File: config.mk
export PLATFORM = sky130hd
export DESIGN_NAME = mem_port_arbiter
export DESIGN_NICKNAME = d
export VERILOG_FILES = /design/src/rtl/cpu_defs.sv /design/src/rtl/arb_starve_cnt.sv /design/src/rtl/mem_port_arbiter.sv
export SDC_FILE = /design/constraint.sdc
export NUM_CORES = 1
export LEC_CHECK = 0
export ABC_AREA = 1
export CAP_MARGIN = 0
export CORE_ASPECT_RATIO = 1.4
export CORE_MARGIN = 5
export CORE_UTILIZATION = 38
export DETAILED_ROUTE_END_ITERATION = 10
export PLACE_DENSITY = 0.87
export SYNTH_ARGS = -nofsm -noshare
export SYNTH_HDL_FRONTEND = slang
export SYNTH_SLANG_ARGS = --single-unit
File: constraint.sdc
create_clock -name clk -period 3.1 [get_ports clk]
set_input_delay 0.62 -clock clk [delete_from_list [all_inputs] [get_ports clk]]
set_output_delay 0.62 -clock clk [all_outputs]
set_load 0.01 [all_outputs]
File: src/rtl/cpu_defs.sv
// ============================================================================
// Package     : cpu_defs
// Description : Definitions shared by the fetch stage, memory stage and the
//               memory port arbiter: arbiter FSM state encodings and the
//               default address/data widths of the CPU memory interfaces.
// Revision    : 1.0 - initial release
// ============================================================================
`default_nettype none

package cpu_defs;

  // Default interface widths shared with the fetch and memory stages
  localparam int ADDR_W_DEF = 32;
  localparam int DATA_W_DEF = 32;

  // Memory port arbiter FSM states
  typedef enum logic [1:0] {
    ARB_IDLE = 2'd0,
    ARB_INST = 2'd1,
    ARB_DATA = 2'd2
  } arb_state_t;

endpackage : cpu_defs

`default_nettype wire

File: src/rtl/arb_starve_cnt.sv
// ============================================================================
// Module      : arb_starve_cnt
// Description : Saturating counter that tracks how many data grants were
//               issued while an instruction fetch was left waiting.
//               Counts 0..MAX and holds at MAX until cleared.
// Ports       : clk    in  clock, rising edge
//               resetn in  asynchronous active-low reset
//               clr    in  synchronous clear (wins over inc)
//               inc    in  count one event
//               at_max out counter has reached MAX
// Revision    : 1.0 - initial release
// ============================================================================
`default_nettype none

module arb_starve_cnt #(
  parameter int MAX = 4
) (
  input  logic clk,
  input  logic resetn,
  input  logic clr,
  input  logic inc,
  output logic at_max
);

  localparam int CNT_W = $clog2(MAX + 1);

  logic [CNT_W-1:0] cnt;

  assign at_max = (cnt == CNT_W'(MAX));

  always_ff @(posedge clk or negedge resetn) begin
    if (!resetn) begin
      cnt <= '0;
    end else if (clr) begin
      cnt <= '0;
    end else if (inc && !at_max) begin
      cnt <= cnt + 1'b1;
    end
  end

endmodule : arb_starve_cnt

`default_nettype wire

File: src/rtl/mem_port_arbiter.sv
// ============================================================================
// Module      : mem_port_arbiter
// Description : Shares the single external memory port between instruction
//               fetch (IF) and load/store (MEM). A 3-state FSM serialises the
//               requesters; data wins ties because MEM holds the older
//               instruction. stall_if/stall_mem freeze the pipeline while the
//               matching access is outstanding.
// Options     : MEM_ARB_FAIR_EN - when defined, a starvation counter forces
//               an instruction grant after STARVE_MAX consecutive data grants
//               issued while inst_req was pending.
// Ports       : clk, resetn (async, active-low)
//               inst_req/inst_addr -> inst_rdata/inst_ready   (IF side)
//               data_req/data_wr/data_wstrb/data_addr/data_wdata
//                 -> data_rdata/data_ready                     (MEM side)
//               mem_req/mem_wr/mem_wstrb/mem_addr/mem_wdata,
//                 mem_rdata/mem_ack                            (bus side)
//               stall_if, stall_mem                            (hazard unit)
// Revision    : 1.0 - initial release
// ============================================================================
`default_nettype none

module mem_port_arbiter
  import cpu_defs::*;
#(
  parameter int ADDR_W     = ADDR_W_DEF,
  parameter int DATA_W     = DATA_W_DEF,
  parameter int STARVE_MAX = 4
) (
  input  logic                clk,
  input  logic                resetn,
  // Instruction fetch side
  input  logic                inst_req,
  input  logic [ADDR_W-1:0]   inst_addr,
  output logic [DATA_W-1:0]   inst_rdata,
  output logic                inst_ready,
  // Load/store side
  input  logic                data_req,
  input  logic                data_wr,
  input  logic [DATA_W/8-1:0] data_wstrb,
  input  logic [ADDR_W-1:0]   data_addr,
  input  logic [DATA_W-1:0]   data_wdata,
  output logic [DATA_W-1:0]   data_rdata,
  output logic                data_ready,
  // External memory bus
  output logic                mem_req,
  output logic                mem_wr,
  output logic [DATA_W/8-1:0] mem_wstrb,
  output logic [ADDR_W-1:0]   mem_addr,
  output logic [DATA_W-1:0]   mem_wdata,
  input  logic [DATA_W-1:0]   mem_rdata,
  input  logic                mem_ack,
  // Hazard unit
  output logic                stall_if,
  output logic                stall_mem
);

  localparam int STRB_W = DATA_W / 8;

  // The starvation counter needs at least one slot; checked in every build.
  if (STARVE_MAX < 1) begin : g_param_check
    $error("mem_port_arbiter: STARVE_MAX must be >= 1");
  end

  arb_state_t state, state_nxt;

  logic              bus_wr;
  logic [STRB_W-1:0] bus_wstrb;
  logic [ADDR_W-1:0] bus_addr;
  logic [DATA_W-1:0] bus_wdata;

  logic grant_inst;
  logic grant_data;
  logic force_inst;

  // --------------------------------------------------------------------------
  // Optional fairness: force an instruction grant after STARVE_MAX data grants
  // taken while the fetch was waiting.
  // --------------------------------------------------------------------------
`ifdef MEM_ARB_FAIR_EN
  logic starve_clr;
  logic starve_inc;
  logic starve_at_max;

  assign starve_clr = (state == ARB_IDLE) && (grant_inst || !inst_req);
  assign starve_inc = grant_data && inst_req;

  arb_starve_cnt #(
    .MAX    (STARVE_MAX)
  ) u_starve_cnt (
    .clk    (clk),
    .resetn (resetn),
    .clr    (starve_clr),
    .inc    (starve_inc),
    .at_max (starve_at_max)
  );

  // Only force when there is a fetch to grant, otherwise data must still win.
  assign force_inst = starve_at_max && inst_req;
`else
  assign force_inst = 1'b0;
`endif

  // --------------------------------------------------------------------------
  // FSM next state and grant decode; arbitration happens only in IDLE.
  // --------------------------------------------------------------------------
  always_comb begin
    state_nxt  = state;
    grant_inst = 1'b0;
    grant_data = 1'b0;
    unique case (state)
      ARB_IDLE: begin
        if (data_req && !force_inst) begin
          grant_data = 1'b1;
          state_nxt  = ARB_DATA;
        end else if (inst_req) begin
          grant_inst = 1'b1;
          state_nxt  = ARB_INST;
        end
      end
      ARB_INST, ARB_DATA: begin
        // Always return to IDLE after the ack so the requester can drop or
        // replace its request before the next arbitration.
        if (mem_ack) begin
          state_nxt = ARB_IDLE;
        end
      end
      default: state_nxt = ARB_IDLE;
    endcase
  end

  // --------------------------------------------------------------------------
  // State register and bus registers latched on the grant.
  // --------------------------------------------------------------------------
  always_ff @(posedge clk or negedge resetn) begin
    if (!resetn) begin
      state     <= ARB_IDLE;
      bus_wr    <= 1'b0;
      bus_wstrb <= '0;
      bus_addr  <= '0;
      bus_wdata <= '0;
    end else begin
      state <= state_nxt;
      if (grant_data) begin
        bus_wr    <= data_wr;
        bus_wstrb <= data_wr ? data_wstrb : '0;
        bus_addr  <= data_addr;
        bus_wdata <= data_wdata;
      end else if (grant_inst) begin
        bus_wr    <= 1'b0;
        bus_wstrb <= '0;
        bus_addr  <= inst_addr;
        bus_wdata <= '0;
      end
    end
  end

  // --------------------------------------------------------------------------
  // Outputs. mem_req decodes straight from the state register so it drops as
  // soon as resetn is asserted.
  // --------------------------------------------------------------------------
  assign mem_req   = (state != ARB_IDLE);
  assign mem_wr    = bus_wr;
  assign mem_wstrb = bus_wstrb;
  assign mem_addr  = bus_addr;
  assign mem_wdata = bus_wdata;

  // Ready is combinational on the ack; an ack seen in IDLE matches no state.
  assign inst_ready = (state == ARB_INST) && mem_ack;
  assign data_ready = (state == ARB_DATA) && mem_ack;
  assign inst_rdata = mem_rdata;
  assign data_rdata = mem_rdata;

  assign stall_if  = inst_req && !inst_ready;
  assign stall_mem = data_req && !data_ready;

endmodule : mem_port_arbiter

`default_nettype wire

Word level (Yosys, flattened, before mapping)
Cells that the tools add are included.

Equality and inequality tests: 4. Mux-type cells: 18. Reduce and logical (&&, ||, !) cells: 11.

Operators with widths (count): 32-bit 2-to-1 mux (4); 4-bit 2-to-1 mux (3); 1-bit 2-to-1 mux (7); 2-bit 2-to-1 mux (3); 1-bit logical AND (4); 2-bit one-hot mux with 2 select lines (1); 2-bit nonzero test (2); 3-bit inequality test, second input constant (1); 2-bit by 1-bit == test with 1-bit output, second input constant (1); 2-bit == test, second input constant (1); 1-bit logical NOT (2); 2-bit logical NOT (1); 2-bit inequality test, second input constant (1); 2-bit AND reduction (1); 2-bit OR reduction (1).

Register bits: 71. Input bits: 138. Output and inout port bits: 138. Logic and storage cells: 38.

Depth between registers and ports, before layout
Gate-level depths: netlist (run 1).

Depth in word-level cells: 5. Mapped depth: 10.

Worst setup path after synthesis (run 1)
OpenSTA, ideal clock, no wires.

Kind: input to output. Start point: in data_req. End point: out stall_mem. Data arrival time: 0.940 ns. Required time: 2.480 ns. Path slack: 1.540 ns. Stages: 3. Path buffers: 1. Path through: buf_6 inv_2 nor2_1.

Longest elaborated chain between the ends: 1.

Ends and longest elaborated chain: start, declared (line mem_port_arbiter.sv:37) `input logic data_req,`; 1-bit logical AND (line mem_port_arbiter.sv:174) `assign stall_mem = data_req && !data_ready;`; end, declared (line mem_port_arbiter.sv:54) `output logic stall_mem`.

No other way between the ends.

Final worst setup path (run 1)
Same ends and word-level chain as after synthesis.

==> results.md, run 1 <==
Floorplan:
- For this configuration, the core starts out at a cell density of 39.0%.
- 276 I/O pins were placed.
- The height of the chip is 130 um.
- The width of the chip is 95.7 um.
- The die area is 12400 um2.
- The core outline area is 10000 um2.
- In this run the core area contains 43 standard-cell rows.

Placement:
- The congestion estimate from routability-driven global placement came to 0.777.
- The cell count after placement is 727.
- The port buffer count is 179.
- The worst slack at placement is 0.548 ns.
- The detailed placer's ending HPWL is 8.65 mm.
- The placed instances occupy a cell area of 5230 um2.

Timing:
- The count of final hold-check violations came to 0.
- The final critical path takes up 82.2% of the cycle.
- Setup repair after global routing left no endpoint under its margin.
- The number of max-slew violations in the final report was 0.
- The minimum period implied by the final worst setup slack is 2.55 ns.
- Hold is met by 0.404 ns.
- The maximum clock skew at final layout is 0.00749 ns.
- In the post-route analysis, the smallest setup slack over all paths is 0.552 ns.
- The headroom to the max-slew limit is 39.1%.
- For the final routed database, the setup TNS stands at 0 ns.
- Derived from the worst setup path, the maximum achievable clock frequency is 392 MHz.
- For the pin with the worst max-slew slack, the measured transition is 0.913 ns.
- The final count of negative-setup-slack endpoints is 0.

Power:
- The standby leakage power is 2.77 nW.
- The relative contribution of the clock network to total power is 21.7%.
- In this run, flip-flops and latches consume 31.4% of the power.
- The total design power is 5.20 mW.
- Across the VDD grid, the largest voltage drop is 0.578 mV.
- The combinational cell fraction of total power is 46.8%.
- The internal power is 3.36 mW.
- The total power per unit cell area is 936 nW/um2.
- The switching share of power is 35.3%.
- The switching power is 1.84 mW.

Clocking:
- In this run, CTS created clock tree buffers numbering 9.
- The clock slew at the register clock pins of the worst setup and hold paths is 0.05 ns.
- The CTS tree is built.
- The maximum level of the CTS H-tree is 3.
- CTS placed an instance of sky130_fd_sc_hd__clkbuf_16 at the clock tree root.
- Hold repair after CTS inserted 0 buffers.
- The post-CTS setup-driven buffer insertion count is 0.
- Counting along the longest clock path gives a buffer depth of 2.
- Counting every sink on the clock net gives 71.
- The post-CTS resize count is 0.
- At the later pin of the worst-skew pair, clock insertion delay measures 0.32 ns.

Synth:
- The Yosys step of the flow raised 0 warnings.
- After synthesis, the netlist uses 14 different library cells.
- Counting every instance in the synthesized netlist gives 502.
- Sequential elements use 45.5% of the synthesized area.
- Synthesis produced a netlist with a net count of 644.
- Dividing the synthesized area by the synthesized cell count gives 7.78 um2.
- The mapped netlist covers 3910 um2.
- Synthesis inferred 71 register bits.

Global routing:
- The initial antenna violation count is 0.
- The total overflow left after global routing is 0.
- The global-route wire length before repair is 18.3 mm.
- Across every metal layer, demand over resource in global routing totals 19.0%.
- The met3 usage in global routing is 5.54%.
- The met1 track utilization from global routing is 20.3%.
- The via count of the first global-routing pass is 3775.
- In the global route stage, met2 resource usage came out at 32.3%.
- The largest net degree at the start of global routing is 72.
- The layer flagged by global routing as most heavily used is met2.

Setup path:
- Setup slack on the worst reg-to-reg path comes out at 1.14 ns.
- The startpoint identified for the worst register-to-register timing path is state[0].
- The critical path startpoint category is an input pin.
- The cell type with the highest occurrence count on the critical path is sky130_fd_sc_hd__clkdlybuf4s50_1.
- The arrival time at the worst endpoint is 1.93 ns.
- The critical path is of the input pin to primary output type.
- The peak per-stage delay on the critical path is 0.57 ns.
- The number of buffers and inverters on the critical path is 3.
- The endpoint identified for the worst register-to-register timing path is mem_addr[5].
- STA classifies the critical path endpoint as a primary output.
- Traced cell by cell, the critical path runs through clkdlybuf4s50_1, inv_2, nor2_1, clkdlybuf4s50_1.
- In this run the worst path has a maximum fanout of 3.
- The cell class contributing the biggest share of worst-path delay is buffers and inverters.
- The depth of the most critical reg-to-reg path is 9.
- The cell with the largest stage delay on the worst path is sky130_fd_sc_hd__clkdlybuf4s50_1.
- The critical path required time is 2.48 ns.

Cells and area:
- After routing the design area is 5560 um2.
- Counting the fill cells in the layout gives 928.
- The most frequent standard cell in the layout excluding fill and tap cells is sky130_fd_sc_hd__nand2_1.
- The post-synthesis to final-layout area growth is 42.2%.
- For this run, the number of standard cells in the final layout without fillers is 742.
- In the layout the commonest cells are sky130_fd_sc_hd__nand2_1 (211), sky130_fd_sc_hd__clkdlybuf4s50_1 (178), sky130_fd_sc_hd__nand3_1 (103).
- The layout net count is 745.
- The repair_antennas step left the layout with diodes totalling 0.
- For this run, the share of the core covered by cells in the final layout is 55.5%.
- The fraction of layout cells with a size suffix above 1 is 4.78%.

Status:
- The flow ran to the end, and the final reports show no timing, DRC or antenna violations.

Detailed routing:
- The number of remaining DRC errors is 0.
- The count of nets left with antenna violations after detail routing is 0.
- The overall via count from detail_route is 3618.
- The wire length per cell is 15.6 um.
- The detailed router finished its first iteration with 124 violations.
- Dividing the detail-routed via count by the number of cells gives 4.88.
- The first TritonRoute pass finished after 4 iterations.
- The routed design has 11.5 mm of wire.

Flow run:
- The tool flagged a number of max-cap violations equal to 0.

Worst hold path:
- The worst min-delay path class is input pin to asynchronous set/reset pin.
power by group through the flow:
stage	Clock [mW]	Sequential (mW)	Combinational [mW]
6_report	1.13	1.64	2.44
5_1_grt	1.20	1.70	2.69
4_1_cts	1.16	1.64	2.48
3_5_place_dp	0	1.65	2.48
3_3_place_gp	0	1.62	2.41
2_1_floorplan	0	1.83	1.07
synthesized netlist by cell type:
| library cell | number | share of area, % |
|---|---|---|
| sky130_fd_sc_hd__nand2_1 | 211 | 20 |
| sky130_fd_sc_hd__nand3_1 | 103 | 13 |
| sky130_fd_sc_hd__dfrtp_1 | 71 | 45 |
| sky130_fd_sc_hd__buf_4 | 68 | 13 |
| sky130_fd_sc_hd__buf_2 | 19 | 2.4 |
| sky130_fd_sc_hd__buf_6 | 7 | 2.0 |
| sky130_fd_sc_hd__inv_1 | 7 | 0.67 |
| sky130_fd_sc_hd__ha_1 | 4 | 1.3 |
| sky130_fd_sc_hd__nor2_1 | 4 | 0.38 |
| sky130_fd_sc_hd__inv_2 | 3 | 0.29 |
| sky130_fd_sc_hd__clkbuf_1 | 2 | 0.19 |
| sky130_fd_sc_hd__nand2_2 | 1 | 0.16 |
| sky130_fd_sc_hd__nand2_4 | 1 | 0.29 |
| sky130_fd_sc_hd__nand3_2 | 1 | 0.26 |
final cells by class:
class	instances	area, um2	share of cell area (%)
multi-input cells	325	1400	25.2
well taps	135	169	3.04
clock buffers	12	267	4.80
flip-flops and latches	71	1780	32.0
clock inverters	3	65.1	1.17
repair buffers	186	1840	33.1
inverters	10	37.5	0.676
metal layers:
metal / wire length (um) / part of all wire [%]
met1: 4150 / 36
met2: 5810 / 50
met5: 0 / 0
met3: 993 / 8.6
met4: 595 / 5.2
worst max-delay path by stage:
| stage | startpoint | slack (ns) | cells past startpoint | endpoint |
|---|---|---|---|---|
| 2_1_floorplan | data_req | 1.54 | 3 | stall_mem |
| 3_3_place_gp | data_req | 0.55 | 4 | stall_mem |
| 3_5_place_dp | inst_req | 0.55 | 4 | stall_if |
| 4_1_cts | inst_req | 0.54 | 4 | stall_if |
| 5_1_grt | data_req | 0.45 | 4 | stall_mem |
| 6_report | data_req | 0.55 | 4 | stall_mem |
cell families after synthesis:
group / share of synthesized area (%)
adders and majority gates: 1.28
buffers and inverters: 18.7
DFF: 45.5
and+or+nand+nor: 34.6
flip-flops by register name, indices dropped and copies added, names as in the netlist:
name / flops
mem_wstrb: 4
mem_addr: 32
state: 2
mem_wdata: 32
mem_wr: 1
No activity file was read; power rests on OpenSTA's default activity.
==> run 2, diff against run 1 <==
--- a/config.mk
+++ b/config.mk
@@ -9,9 +9,9 @@
 export CAP_MARGIN = 0
 export CORE_ASPECT_RATIO = 1.4
 export CORE_MARGIN = 5
-export CORE_UTILIZATION = 38
+export CORE_UTILIZATION = 32
 export DETAILED_ROUTE_END_ITERATION = 10
-export PLACE_DENSITY = 0.87
+export PLACE_DENSITY = 0.78
 export SYNTH_ARGS = -nofsm -noshare
 export SYNTH_HDL_FRONTEND = slang
 export SYNTH_SLANG_ARGS = --single-unit
==> constraint.sdc (replaced) <==
create_clock -name clk -period 2.1 [get_ports clk]
set_input_delay 0.42 -clock clk [delete_from_list [all_inputs] [get_ports clk]]
set_output_delay 0.42 -clock clk [all_outputs]
set_load 0.01 [all_outputs]
==> results.md, run 2 (synthesis gave the netlist of run 1 again) <==
Global routing:
- The met2 usage is 27.0% (-5.3 points).
- The met1 track utilization from global routing was 18.9% (-1.4 points).
- The met3 usage in global routing is 3.56% (-2.0 points).
- The largest net degree at the start of global routing is 47 (-35%).
- The aggregate global routing overflow was 0 (unchanged).
- The global router's overall resource usage is 16.3% (-2.7 points).
- The via count of the first global-routing pass is 3677 (-2.6%).
- The layer flagged by global routing as most heavily used is met2.
- The initial antenna violation count was 0 (unchanged).
- The global-route wire length before repair came to 18.4 mm (+0.26%).

Clocking:
- The maximum level of the CTS H-tree was 3 (unchanged).
- The number of sinks handled by clock tree synthesis came to 71 (unchanged).
- The clock slew at the register clock pins of the worst setup and hold paths is 0.06 ns (about the same).
- The post-CTS setup-driven buffer insertion count is 0 (unchanged).
- The number of buffers inserted during clock tree synthesis is 9 (unchanged).
- The number of hold buffers added after CTS was 0 (unchanged).
- The maximum root-to-sink buffer count is 2 (unchanged).
- The worst-skew pair later-pin latency was 0.32 ns (about the same).
- The CTS root buffer is sky130_fd_sc_hd__clkbuf_16.
- TritonCTS built the clock tree.

Timing:
- The final critical path takes up 90.1% of the cycle.
- The maximum clock rate is 529 MHz.
- The count of final hold-check violations is 0 (unchanged).
- The accumulated negative setup slack is 0 ns (unchanged).
- Setup repair after global routing left no endpoint under its margin.
- The slew at the pin with the worst max-slew slack is 0.601 ns (-0.312 ns).
- The maximum clock skew at final layout is 0.00651 ns (-0.000984 ns).
- The final count of negative-setup-slack endpoints is 0 (unchanged).
- The number of max-slew violations in the final report is 0 (unchanged).
- The headroom to the max-slew limit is 59.9% (+21 points).
- The minimum period implied by the final worst setup slack is 1.89 ns.

Floorplan:
- The die area is 14500 um2 (+17%).
- The initial core utilization is 32.9% (-6.2 points).
- The cell row count is 47 (+9.3%).
- The height of the chip is 141 um (+8.3%).
- The core outline area is 11900 um2 (+19%).
- The width of the chip is 103 um (+8.0%).
- The count of pins on the block boundary is 276 (unchanged).

Placement:
- The detailed placer's ending HPWL came to 8.87 mm (+2.5%).
- The port buffer count is 179 (unchanged).
- The routability congestion estimate is 0.769 (-1.0%).
- The standard cell area after detailed placement is 5340 um2 (+2.2%).

Detailed routing:
- The overall routed net length came to 11.7 mm (+1.0%).
- The overall via count from detail_route came to 3521 (-2.7%).
- The count of routing violations after the opening detailed-route iteration was 89 (-28%).
- The post-detailed-route via-to-cell ratio is 4.63 (-5.1%).
- The number of remaining DRC errors is 0 (unchanged).
- The count of TritonRoute iterations in the first routing pass came to 6 (+2).
- The wire length per cell is 15.3 um (-1.5%).
- The count of nets left with antenna violations after detail routing is 0 (unchanged).

Cells and area:
- The final design area excluding fillers is 5610 um2 (+0.92%).
- The number of filler cells placed in the layout came to 1169 (+26%).
- The final cell utilization of the core came to 47.2% (-8.3 points).
- Relative to the synthesized area, the layout overhead comes to 43.6%.
- The antenna diode instance count is 0 (unchanged).
- The most frequent standard cell in the layout excluding fill and tap cells is sky130_fd_sc_hd__nand2_1.
- Leaving out fill and tap cells, the most frequent cells in the layout are sky130_fd_sc_hd__nand2_1 (211), sky130_fd_sc_hd__clkdlybuf4s50_1 (173), sky130_fd_sc_hd__nand3_1 (103).
- The layout net count was 753 (+1.1%).
- The fraction of layout cells with a size suffix above 1 is 5.86% (+1.1 points).

Power:
- The standby leakage power is 2.81 nW (+1.6%).
- The total design power is 7.46 mW (+43%).
- The worst vdd rail ir drop is 0.721 mV (+25%).
- The total power per unit cell area came to 1330 nW/um2 (+42%).

Setup path:
- The arrival time at the worst endpoint is 1.47 ns (-0.46 ns).
- STA classifies the critical path startpoint as a register.
- The critical path required time is 1.68 ns (-0.80 ns).
- The critical path is of the register to primary output type.
- The type of element capturing the critical path is a primary output.
- The largest driver fanout on the critical path is 3 (unchanged).

Flow run:
- The number of maximum-capacitance violations is 0 (unchanged).

Status:
- The flow ran to the end, and the final reports show no timing, DRC or antenna violations.

Worst hold path:
- The worst min-delay path class is input pin to asynchronous set/reset pin.
## run 2: final timing paths
| path | start | to | slack (ns) | depth (start not counted) |
|---|---|---|---|---|
| setup / recovery | state[0] | mem_req | 0.21 | 4 |
| hold / removal | resetn | mem_wdata[27] | 0.1 | 1 |
| setup reg to reg | state[0] | mem_addr[21] | 0.52 | 8 |
| hold reg to reg | mem_wdata[31] | mem_wdata[31] | 0.49 | 2 |
| max in group asynchronous | resetn | mem_addr[28] | 1.43 | 2 |
| min in group clk | mem_wdata[31] | mem_wdata[31] | 0.49 | 2 |
## run 2: power breakdown
part / total [mW] / internal (mW) / switching (mW)
Combinational: 3.69 / 1.85 / 1.84
Clock: 1.38 / 0.847 / 0.531
Sequential: 2.39 / 2.03 / 0.359
## run 2: area by class of cell
type / instances / area, um2 / share of cell area (%)
clock buffers: 11 / 253 / 4.51
clock inverters: 3 / 20.0 / 0.357
inverters: 10 / 37.5 / 0.669
multi-input cells: 325 / 1400 / 25.0
flip-flops and latches: 71 / 1780 / 31.7
well taps: 147 / 184 / 3.28
repair buffers: 194 / 1940 / 34.5
## run 2: critical path: stages, from the launching register on
cell                            delay (ns)
sky130_fd_sc_hd__dfrtp_1              0.40
sky130_fd_sc_hd__inv_1                0.11
sky130_fd_sc_hd__ha_1                 0.26
sky130_fd_sc_hd__inv_1                0.08
sky130_fd_sc_hd__dlygate4sd2_1        0.30
## run 2: repair_timing
| item | 4_1_cts | 5_1_grt |
|---|---|---|
| setup endpoints to repair | 4 | 1 |
| pin swaps | 0 | 0 |
| resized for setup | 4 | 1 |
## run 2: per-layer routing
layer  up-vias  part of all wire [%]
li1       1731                     -
met1      1616                    37
met2       127                    51
met3        47                   7.1
met4         0                   4.2
met5         -                     0
## run 2: stage by stage
| step | worst slack, ns | instances | hold slack [ns] |
|---|---|---|---|
| detailed placement | 0.0591 | 747 | 0.473 |
| global placement | 0.0540 | 747 | 0.467 |
| finish | 0.209 | 761 | 0.0957 |
| CTS | 0.0186 | 761 | 0.118 |
| floorplan | 0.760 | 502 | 0.124 |
| global route | 0.138 | 761 | 0.139 |
